[src/rtl/mem_port_arbiter.sv]
// Round-robin arbiter that multiplexes NUM_PORTS memory clients onto one shared memory port,
// with one transaction in flight, registered request capture and a hung-transaction watchdog.
module mem_port_arbiter #(
  parameter int NUM_PORTS      = 2,
  parameter int ADDR_WIDTH     = 16,
  parameter int DATA_WIDTH     = 16,
  parameter int MASK_WIDTH     = 2,
  parameter int TIMEOUT_CYCLES = 255
) (
  input  logic                             clk,
  input  logic                             reset,
  input  logic [NUM_PORTS-1:0]             req_read,
  input  logic [NUM_PORTS-1:0]             req_write,
  input  logic [NUM_PORTS*ADDR_WIDTH-1:0]  req_address,
  input  logic [NUM_PORTS*DATA_WIDTH-1:0]  req_wdata,
  input  logic [NUM_PORTS*MASK_WIDTH-1:0]  req_byte_enable,
  output logic [NUM_PORTS-1:0]             req_resp,
  output logic [NUM_PORTS-1:0]             req_err,
  output logic [DATA_WIDTH-1:0]            req_rdata,
  output logic                             mem_read,
  output logic                             mem_write,
  output logic [ADDR_WIDTH-1:0]            mem_address,
  output logic [DATA_WIDTH-1:0]            mem_wdata,
  output logic [MASK_WIDTH-1:0]            mem_byte_enable,
  input  logic                             mem_resp,
  input  logic [DATA_WIDTH-1:0]            mem_rdata,
  output logic                             timeout_flag
);

  localparam int              GW          = (NUM_PORTS > 1) ? $clog2(NUM_PORTS) : 1;
  localparam int              CW          = (TIMEOUT_CYCLES > 1) ? $clog2(TIMEOUT_CYCLES + 1) : 1;
  localparam bit              WDOG_EN     = (TIMEOUT_CYCLES != 0);
  localparam logic [CW-1:0]   TIMEOUT_VAL = CW'(TIMEOUT_CYCLES);
  localparam logic [GW-1:0]   LAST_PORT   = GW'(NUM_PORTS - 1);
  localparam logic [GW:0]     NP_EXT      = (GW+1)'(NUM_PORTS);

  typedef enum logic {ST_IDLE, ST_BUSY} state_t;

  state_t                 state_q, state_d;
  logic [GW-1:0]          grant_q;
  logic [ADDR_WIDTH-1:0]  addr_q;
  logic [DATA_WIDTH-1:0]  wdata_q;
  logic [MASK_WIDTH-1:0]  be_q;
  logic                   op_write_q;
  logic [CW-1:0]          count_q, count_d;
  logic                   timeout_flag_q;

  logic [ADDR_WIDTH-1:0]  port_addr  [NUM_PORTS];
  logic [DATA_WIDTH-1:0]  port_wdata [NUM_PORTS];
  logic [MASK_WIDTH-1:0]  port_be    [NUM_PORTS];
  logic [NUM_PORTS-1:0]   pending;
  logic                   any_pending;
  logic                   capture;
  logic                   timeout_hit;
  logic [GW-1:0]          sel_port;
  logic [GW:0]            rr_sum;

  for (genvar gi = 0; gi < NUM_PORTS; gi++) begin : g_port
    assign port_addr[gi]  = req_address[gi*ADDR_WIDTH +: ADDR_WIDTH];
    assign port_wdata[gi] = req_wdata[gi*DATA_WIDTH +: DATA_WIDTH];
    assign port_be[gi]    = req_byte_enable[gi*MASK_WIDTH +: MASK_WIDTH];
    assign pending[gi]    = req_read[gi] | req_write[gi];
  end

  assign any_pending = |pending;
  assign capture     = (state_q == ST_IDLE) && any_pending;
  assign timeout_hit = WDOG_EN && (count_q == TIMEOUT_VAL);

  // Scan from the farthest offset down so the nearest pending port after grant_q wins.
  always_comb begin
    sel_port = grant_q;
    rr_sum   = '0;
    for (int off = NUM_PORTS; off >= 1; off--) begin
      rr_sum = {1'b0, grant_q} + (GW+1)'(off);
      if (rr_sum >= NP_EXT) begin
        rr_sum = rr_sum - NP_EXT;
      end
      if (pending[rr_sum[GW-1:0]]) begin
        sel_port = rr_sum[GW-1:0];
      end
    end
  end

  always_ff @(posedge clk) begin
    if (reset) begin
      state_q <= ST_IDLE;
    end else begin
      state_q <= state_d;
    end
  end

  always_comb begin
    state_d = state_q;
    case (state_q)
      ST_IDLE: if (any_pending) state_d = ST_BUSY;
      ST_BUSY: if (mem_resp || timeout_hit) state_d = ST_IDLE;
      default: state_d = ST_IDLE;
    endcase
  end

  // A response in the timeout cycle wins, so the error pulse is gated by !mem_resp.
  always_comb begin
    mem_read  = 1'b0;
    mem_write = 1'b0;
    req_resp  = '0;
    req_err   = '0;
    if (state_q == ST_BUSY) begin
      mem_read  = ~op_write_q;
      mem_write = op_write_q;
      if (mem_resp) begin
        req_resp[grant_q] = 1'b1;
      end else if (timeout_hit) begin
        req_err[grant_q] = 1'b1;
      end
    end
  end

  always_comb begin
    count_d = count_q;
    if (capture) begin
      count_d = '0;
    end else if (state_q == ST_BUSY && !mem_resp && !timeout_hit && WDOG_EN) begin
      count_d = count_q + CW'(1);
    end
  end

  // grant_q doubles as last_grant: it only changes on capture, so it names the in-flight port.
  always_ff @(posedge clk) begin
    if (reset) begin
      grant_q        <= LAST_PORT;
      addr_q         <= '0;
      wdata_q        <= '0;
      be_q           <= '0;
      op_write_q     <= 1'b0;
      count_q        <= '0;
      timeout_flag_q <= 1'b0;
    end else begin
      count_q <= count_d;
      if (capture) begin
        grant_q    <= sel_port;
        addr_q     <= port_addr[sel_port];
        wdata_q    <= port_wdata[sel_port];
        be_q       <= port_be[sel_port];
        op_write_q <= req_write[sel_port];
      end
      if (state_q == ST_BUSY && !mem_resp && timeout_hit) begin
        timeout_flag_q <= 1'b1;
      end
    end
  end

  assign mem_address     = addr_q;
  assign mem_wdata       = wdata_q;
  assign mem_byte_enable = be_q;
  assign req_rdata       = mem_rdata;
  assign timeout_flag    = timeout_flag_q;

endmodule

[config.mk]
export PLATFORM = sky130hd
export DESIGN_NAME = mem_port_arbiter
export DESIGN_NICKNAME = d
export VERILOG_FILES = /design/src/rtl/mem_port_arbiter.sv
export SDC_FILE = /design/constraint.sdc
export NUM_CORES = 1
export LEC_CHECK = 0
export CAP_MARGIN = 20
export CORE_MARGIN = 2
export CORE_UTILIZATION = 40
export DETAILED_ROUTE_END_ITERATION = 8
export MAX_ROUTING_LAYER = met4
export PLACE_DENSITY = 0.84
export RECOVER_POWER = 100
export REMOVE_ABC_BUFFERS = 1
export SYNTH_ARGS = -nofsm -noshare
export SYNTH_HDL_FRONTEND = slang
export SYNTH_SLANG_ARGS = --single-unit
[constraint.sdc]
create_clock -name clk -period 4.15 [get_ports clk]
set_input_delay 0.415 -clock clk [delete_from_list [all_inputs] [get_ports clk]]
set_output_delay 0.415 -clock clk [all_outputs]
set_load 0.02 [all_outputs]
==> flow_summary_export.csv, run 1 <==
group,metric,value,unit
cts,postCtsSetupRepairBufs,0,
drt,first_iter_violations,178,
sta,finalSetupTns,0,ns
worst_setup_path,max_stage_delay,0.66,ns
placed_design,place_area,3490,µm²
outcome,status,"finished with violations",
cts,cts_resized,0,
cts,clock-sinks,46,
worst_setup_path,critPathSlowestCell,"nor4_1",
yosys,synth_top_cell_area_share,37.8,%
floorplanning,fp.dieH,82.1,µm
cts,cts_made_buffers,5,
sta,fmax,364,MHz
sta,post-route-min-period,2.75,ns
yosys,ys_async_sr_fraction,0,%
global_route,grt_overflow,0,
sta,slew_viol_final,36,
finish,fin_nets,473,
global_route,grt_max_degree,40,
cts,clock_latency,0.31,ns
global_route,first_global_vias,2551,
cts,cts.clk_slew.worst_paths,0.09,ns
worst_setup_path,worst_ep_arrival_time,2.95,ns
worst_hold_path,hp-start,"timeout_flag",
finish,diodes,0,
yosys,yosys-top-cells-count,"46 x dfxtp_1, 39 x a21oi_1, 38 x o21ai_0, 35 x nand3_1, 34 x a311oi_1",
yosys,syn_inst,302,
finish,num-fill-cells,553,
finish,postLayoutCoreUtil,60.7,%
sta,post-route-period-util,66.2,%
pwr,ir_drop,0.244,mV
yosys,syn_area_per_cell,8.07,µm²
pwr,p_leak,1.33,nW
global_route,antenna_found_initial,0,
floorplanning,die-area,6740,µm²
drt,via_per_inst,5.94,
pwr,powerDensity,335,nW/µm²
drt,firstDrtPassIters,4,
yosys,yosysTopAreaCell,"dfxtp_1",
worst_setup_path,path_max_fanout,35,
sta,rsz0062_at_grt,"no",
sta,hold_violations,0,
floorplanning,rows,28,
yosys,ys_types,37,
worst_setup_path,timing.rr.start,"state_q",
worst_setup_path,crit_path_start_kind,"input pin",
yosys,yosysMostFrequentCell,"dfxtp_1",
worst_setup_path,critPathKind,"input pin to register",
drt,vias,2714,
yosys,synth_area_leaders,"dfxtp_1 38%, a311oi_1 12%, a21oi_1 8.0%",
yosys,synth-edff-count,0,
sta,setup_violations,0,
cts,hold_buffers,0,
placed_design,gp_congestion,0.897,
finish,final_area,3590,µm²
drt,routed_wl,7890,µm
floorplanning,die_w,82.1,µm
cts,cts-root-buf,"clkbuf_8",
worst_setup_path,crit_family,"buffers and inverters",
yosys,synth_top_flop_cell,"dfxtp_1",
finish,drive_above_1_share,4.45,%
floorplanning,io-pin-count,148,
worst_hold_path,hp-class,"register to register",
sta,worst_clock_skew,0.00794,ns
yosys,ys.warnings.count,0,
worst_setup_path,endpoint_kind,"register",
placed_design,portBuffers,115,
placed_design,pre_cts_ws,1.56,ns
cts,cts.htree.levels,2,
run,maxCapViolations,1,
sta,slew_headroom,-7.17,%
worst_setup_path,startpoint,"req_write[1]",
cts,cts_tree,"yes",
outcome,violations,"max-capacitance violations, max-slew violations",
yosys,ys_seq_elements,46,
worst_setup_path,cp_num_buf_inv,2,
yosys,synth_seq_area_share,37.8,%
worst_setup_path,cp_cell_sequence,"dlygate4sd3_1 -> nor4_1 -> nor2_2 -> clkbuf_1 -> a311oi_1",
sta,worst_pin_slew,1.61,ns
finish,syn_to_final_growth,47.4,%
placed_design,dp_hpwl,5390,µm
drt,drcViolationCount,0,
global_route,grtUsageTotal,24.2,%
drt,antenna_left,0,
sta,final_critical_path_setup_slack,1.40,ns
cts,clock_path_buffers,2,
yosys,syn_area,2440,µm²
floorplanning,core_area,5920,µm²
worst_setup_path,critPathRequiredTime,4.36,ns
global_route,grt_first_pass_wirelength,12200,µm
drt,wire_per_inst,17.3,µm
floorplanning,initial_core_util,41.2,%
pwr,p_total,1.20,mW
[layout make-up]
| cell class | count | area, µm² | area share (%) |
|---|---|---|---|
| Clock buffer | 5 | 68.8 | 1.91 |
| Inverter | 4 | 15.0 | 0.418 |
| Clock inverter | 3 | 45.0 | 1.25 |
| Sequential cell | 46 | 921 | 25.6 |
| Timing Repair Buffer | 122 | 1200 | 33.4 |
| Multi-Input combinational cell | 202 | 1250 | 34.8 |
| Tap cell | 75 | 93.8 | 2.61 |
[through the flow]
step / hold slack [ns] / std cells
2_1_floorplan: 0.452 / 252
3_3_place_gp: 0.440 / 448
3_5_place_dp: 0.437 / 448
4_1_cts: 0.451 / 456
5_1_grt: 0.471 / 457
6_report: 0.443 / 457
[final timing paths]
kind	endpoint	slack, ns	cells after the start
hold / removal	timeout_flag	0.44	2
setup / recovery	mem_wdata[11]	1.40	5
hold reg to reg	timeout_flag	0.44	2
setup reg to reg	mem_wdata[11]	1.91	3
[worst min-delay path, cell delays in order (launching register included)]
cell,delay (ns)
dfxtp_1,0.31
inv_1,0.04
a21oi_1,0.05
[placed cells by master, fill, tap and decap left out, types with 3 or more instances in the layout]
cell / instances
a311oi_1: 35
a31oi_1: 4
inv_1: 4
dlygate4sd3_1: 42
buf_4: 4
clkbuf_8: 5
dfxtp_1: 46
a211oi_1: 5
nor2_1: 6
and2_1: 4
nor2b_1: 6
and3_1: 3
o21ai_0: 38
nand3_1: 35
clkdlybuf4s50_1: 73
a21oi_1: 39
[power by group]
group,internal (mW),switching (mW)
clock network,0.179,0.160
registers,0.484,0.0261
logic,0.171,0.184
total,0.833,0.371
[layer usage]
layer	track usage (%)	vias to the layer above	wire [µm]
met5	-	-	0
li1	-	1294	-
met4	6.83	0	101
met1	28.7	1287	3390
met2	37.2	124	3570
met3	10.9	9	819
[registers in the layout (all words and copies together), names as in the netlist]
register	cells
mem_wdata	16
mem_byte_enable	2
mem_address	16
grant_q	1
timeout_flag	1
state_q	1
op_write_q	1
count_q	8
[cell families (layout without fill, tap and decap cells)]
group	count (synthesis)	count (layout)	synth area share, %
AND/OR/NAND/NOR	68	68	15.4
multiplexers	2	2	0.821
flip-flops	46	46	37.8
adder cells (fa/ha/maj)	1	1	0.513
buffers and inverters	54	134	10.9
AO/OA/AOI/OAI	131	131	34.6
No activity file was read; power rests on OpenSTA's default activity.
==> run 2, diff against run 1 <==
Settings changed: CORE_UTILIZATION 40 to 34, PLACE_DENSITY 0.84 to 0.76.
Clock period 4.15 ns to 2.2 ns, I/O delays scaled along.
==> run 2 against run 1 <==
  * Largest power group unchanged
  * Sequential share of layout area shrank 0.75 points
  * Final cell count increased by 6.8%
  * Global-route usage down 2.5 points
  * Clock skew is 0.00076 ns higher
  * Count of clock-buffer cells in the layout increased by 1
  * The flow now finishes without violations
  * Flip-flop and latch count did not move
  * First-iteration DRC count up 11%
  * Non-clock buffer count is 10 higher
  * Final area increased by 3.0%
==> flow_summary_export.csv, run 2 (synthesis gave the netlist of run 1 again) <==
group,metric,value,unit
worst_setup_path,critPathKind,"register to primary output",
global_route,grt_first_pass_wirelength,13000,µm
sta,hold_violations,0,
pwr,pwr-share-seq,41.7,%
sta,post-route-min-period,2.01,ns
drt,antenna_left,0,
pwr,p_switching,704,µW
cts,clock-sinks,46,
cts,cts_resized,3,
finish,fin_nets,483,
pwr,p_comb_share,30.6,%
pwr,clkPwrFrac,27.7,%
global_route,grt_overflow,0,
pwr,powerDensity,620,nW/µm²
worst_setup_path,crit_path_start_kind,"register",
worst_setup_path,path_max_fanout,8,
placed_design,portBuffers,115,
global_route,antenna_found_initial,0,
cts,cts_made_buffers,5,
sta,worst_clock_skew,0.00870,ns
sta,slew_viol_final,0,
cts,cts.clk_slew.worst_paths,0.09,ns
finish,diodes,0,
placed_design,place_area,3610,µm²
cts,cts.htree.levels,2,
placed_design,dp.cells,480,
cts,clock_latency,0.30,ns
worst_setup_path,worst_ep_arrival_time,1.79,ns
pwr,swShare,30.6,%
cts,postCtsSetupRepairBufs,0,
outcome,status,"finished clean",
floorplanning,initial_core_util,35.5,%
sta,finalSetupTns,0,ns
drt,first_iter_violations,197,
worst_setup_path,critPathSlowestCell,"dlygate4sd3_1",
worst_setup_path,endpoint_kind,"primary output",
sta,worst_pin_slew,0.705,ns
pwr,p_leak,1.39,nW
floorplanning,core_area,6870,µm²
floorplanning,die_w,88.7,µm
drt,route.met2.wl,3840,µm
drt,drcViolationCount,0,
pwr,ir_drop,0.261,mV
drt,via_per_inst,5.65,
drt,wl_met1,3540,µm
worst_setup_path,cp_cell_sequence,"inv_1 -> nor2_1 -> dlygate4sd3_1",
floorplanning,die-area,7870,µm²
finish,final_area,3700,µm²
finish,syn_to_final_growth,51.9,%
drt,vias,2759,
worst_hold_path,hp-class,"input pin to register",
cts,cts-root-buf,"clkbuf_8",
finish,final_cells,488,
cts,clock_path_buffers,2,
run,maxCapViolations,0,
floorplanning,fp.dieH,88.7,µm
cts,cts_tree,"yes",
pwr,cellInternalPower,1.59,mW
drt,routed_wl,8280,µm
sta,holdWs,0.401,ns
worst_setup_path,critPathRequiredTime,1.98,ns
drt,highest_layer,"met4",
placed_design,gp_congestion,0.837,
global_route,grtUsageTotal,21.8,%
sta,fmax,497,MHz
drt,dr_wl_met3,791,µm
floorplanning,rows,30,
global_route,grt_max_degree,39,
sta,setup_violations,0,
drt,wire_per_inst,17.0,µm
cts,hold_buffers,0,
worst_setup_path,max_stage_delay,0.68,ns
sta,rsz0062_at_grt,"no",
placed_design,dp_hpwl,5850,µm
sta,slew_headroom,52.9,%
floorplanning,io-pin-count,148,
finish,final_cell_mix,"72 x clkdlybuf4s50_1, 46 x dfxtp_1, 40 x dlygate4sd3_1, 39 x a21oi_1, 38 x o21ai_0",
sta,post-route-period-util,91.4,%
finish,drive_above_1_share,7.91,%
drt,firstDrtPassIters,4,
finish,final_common_cell,"clkdlybuf4s50_1",
global_route,first_global_vias,2701,
[run 2: changes by cell type in the layout (fill, tap and decap cells not counted), moves of 2 or more]
cell           delta
buf_4            +10
clkbuf_2          +2
dlygate4sd2_1     +2
dlygate4sd3_1     -2
[run 2: path summary, 6_finish.rpt]
check | from | to | slack (ns) | cells after the start
max | grant_q | req_resp[1] | 0.19 | 3
max reg2reg | grant_q | grant_q | 0.62 | 3
min reg2reg | timeout_flag | timeout_flag | 0.46 | 2
min | reset | timeout_flag | 0.40 | 2
[run 2: metrics by stage]
| stage | worst slack, ns | total power, mW | util, % |
|---|---|---|---|
| 2_1_floorplan | 0.290 | 1.29 | - |
| 5_1_grt | 0.0661 | 2.40 | 53.9 |
| 4_1_cts | 0.202 | 2.34 | 54.1 |
| 3_3_place_gp | 0.181 | 1.71 | 52.5 |
| 3_5_place_dp | 0.166 | 1.71 | 52.5 |
| 6_report | 0.190 | 2.30 | 53.9 |
[run 2: power groups by stage]
stage,clock network (mW),registers [mW],logic (mW)
finish,0.637,0.958,0.703
detailed placement,0,0.978,0.734
floorplan,0,1.06,0.231
global placement,0,0.978,0.729
global route,0.676,0.968,0.759
CTS,0.647,0.961,0.736
[run 2: layout make-up]
cell class	count	area, µm²
fillers	650	3170
repair buffers	132	1280
multi-input cells	202	1260
flip-flops and latches	46	921
well taps	96	120
clock buffers	6	72.6
clock inverters	2	37.5
inverters	4	15.0
[run 2: layer usage]
layer	vias up	track usage [%]
met5	-	-
met4	0	7.16
met3	11	7.09
met2	145	32.6
met1	1295	27.6
li1	1308	-
[run 2: critical path: cells and delay by family (launching register included)]
kind | cells | cell delay [ns]
buf+inv | 2 | 0.84
flops | 1 | 0.53
simple gates | 1 | 0.12
==> run 3, diff against run 2 <==
Settings changed: HOLD_SLACK_MARGIN set to 0.15.
==> results of run 3 <==
No change in the layout: final DEF, timing and power equal those of run 2.
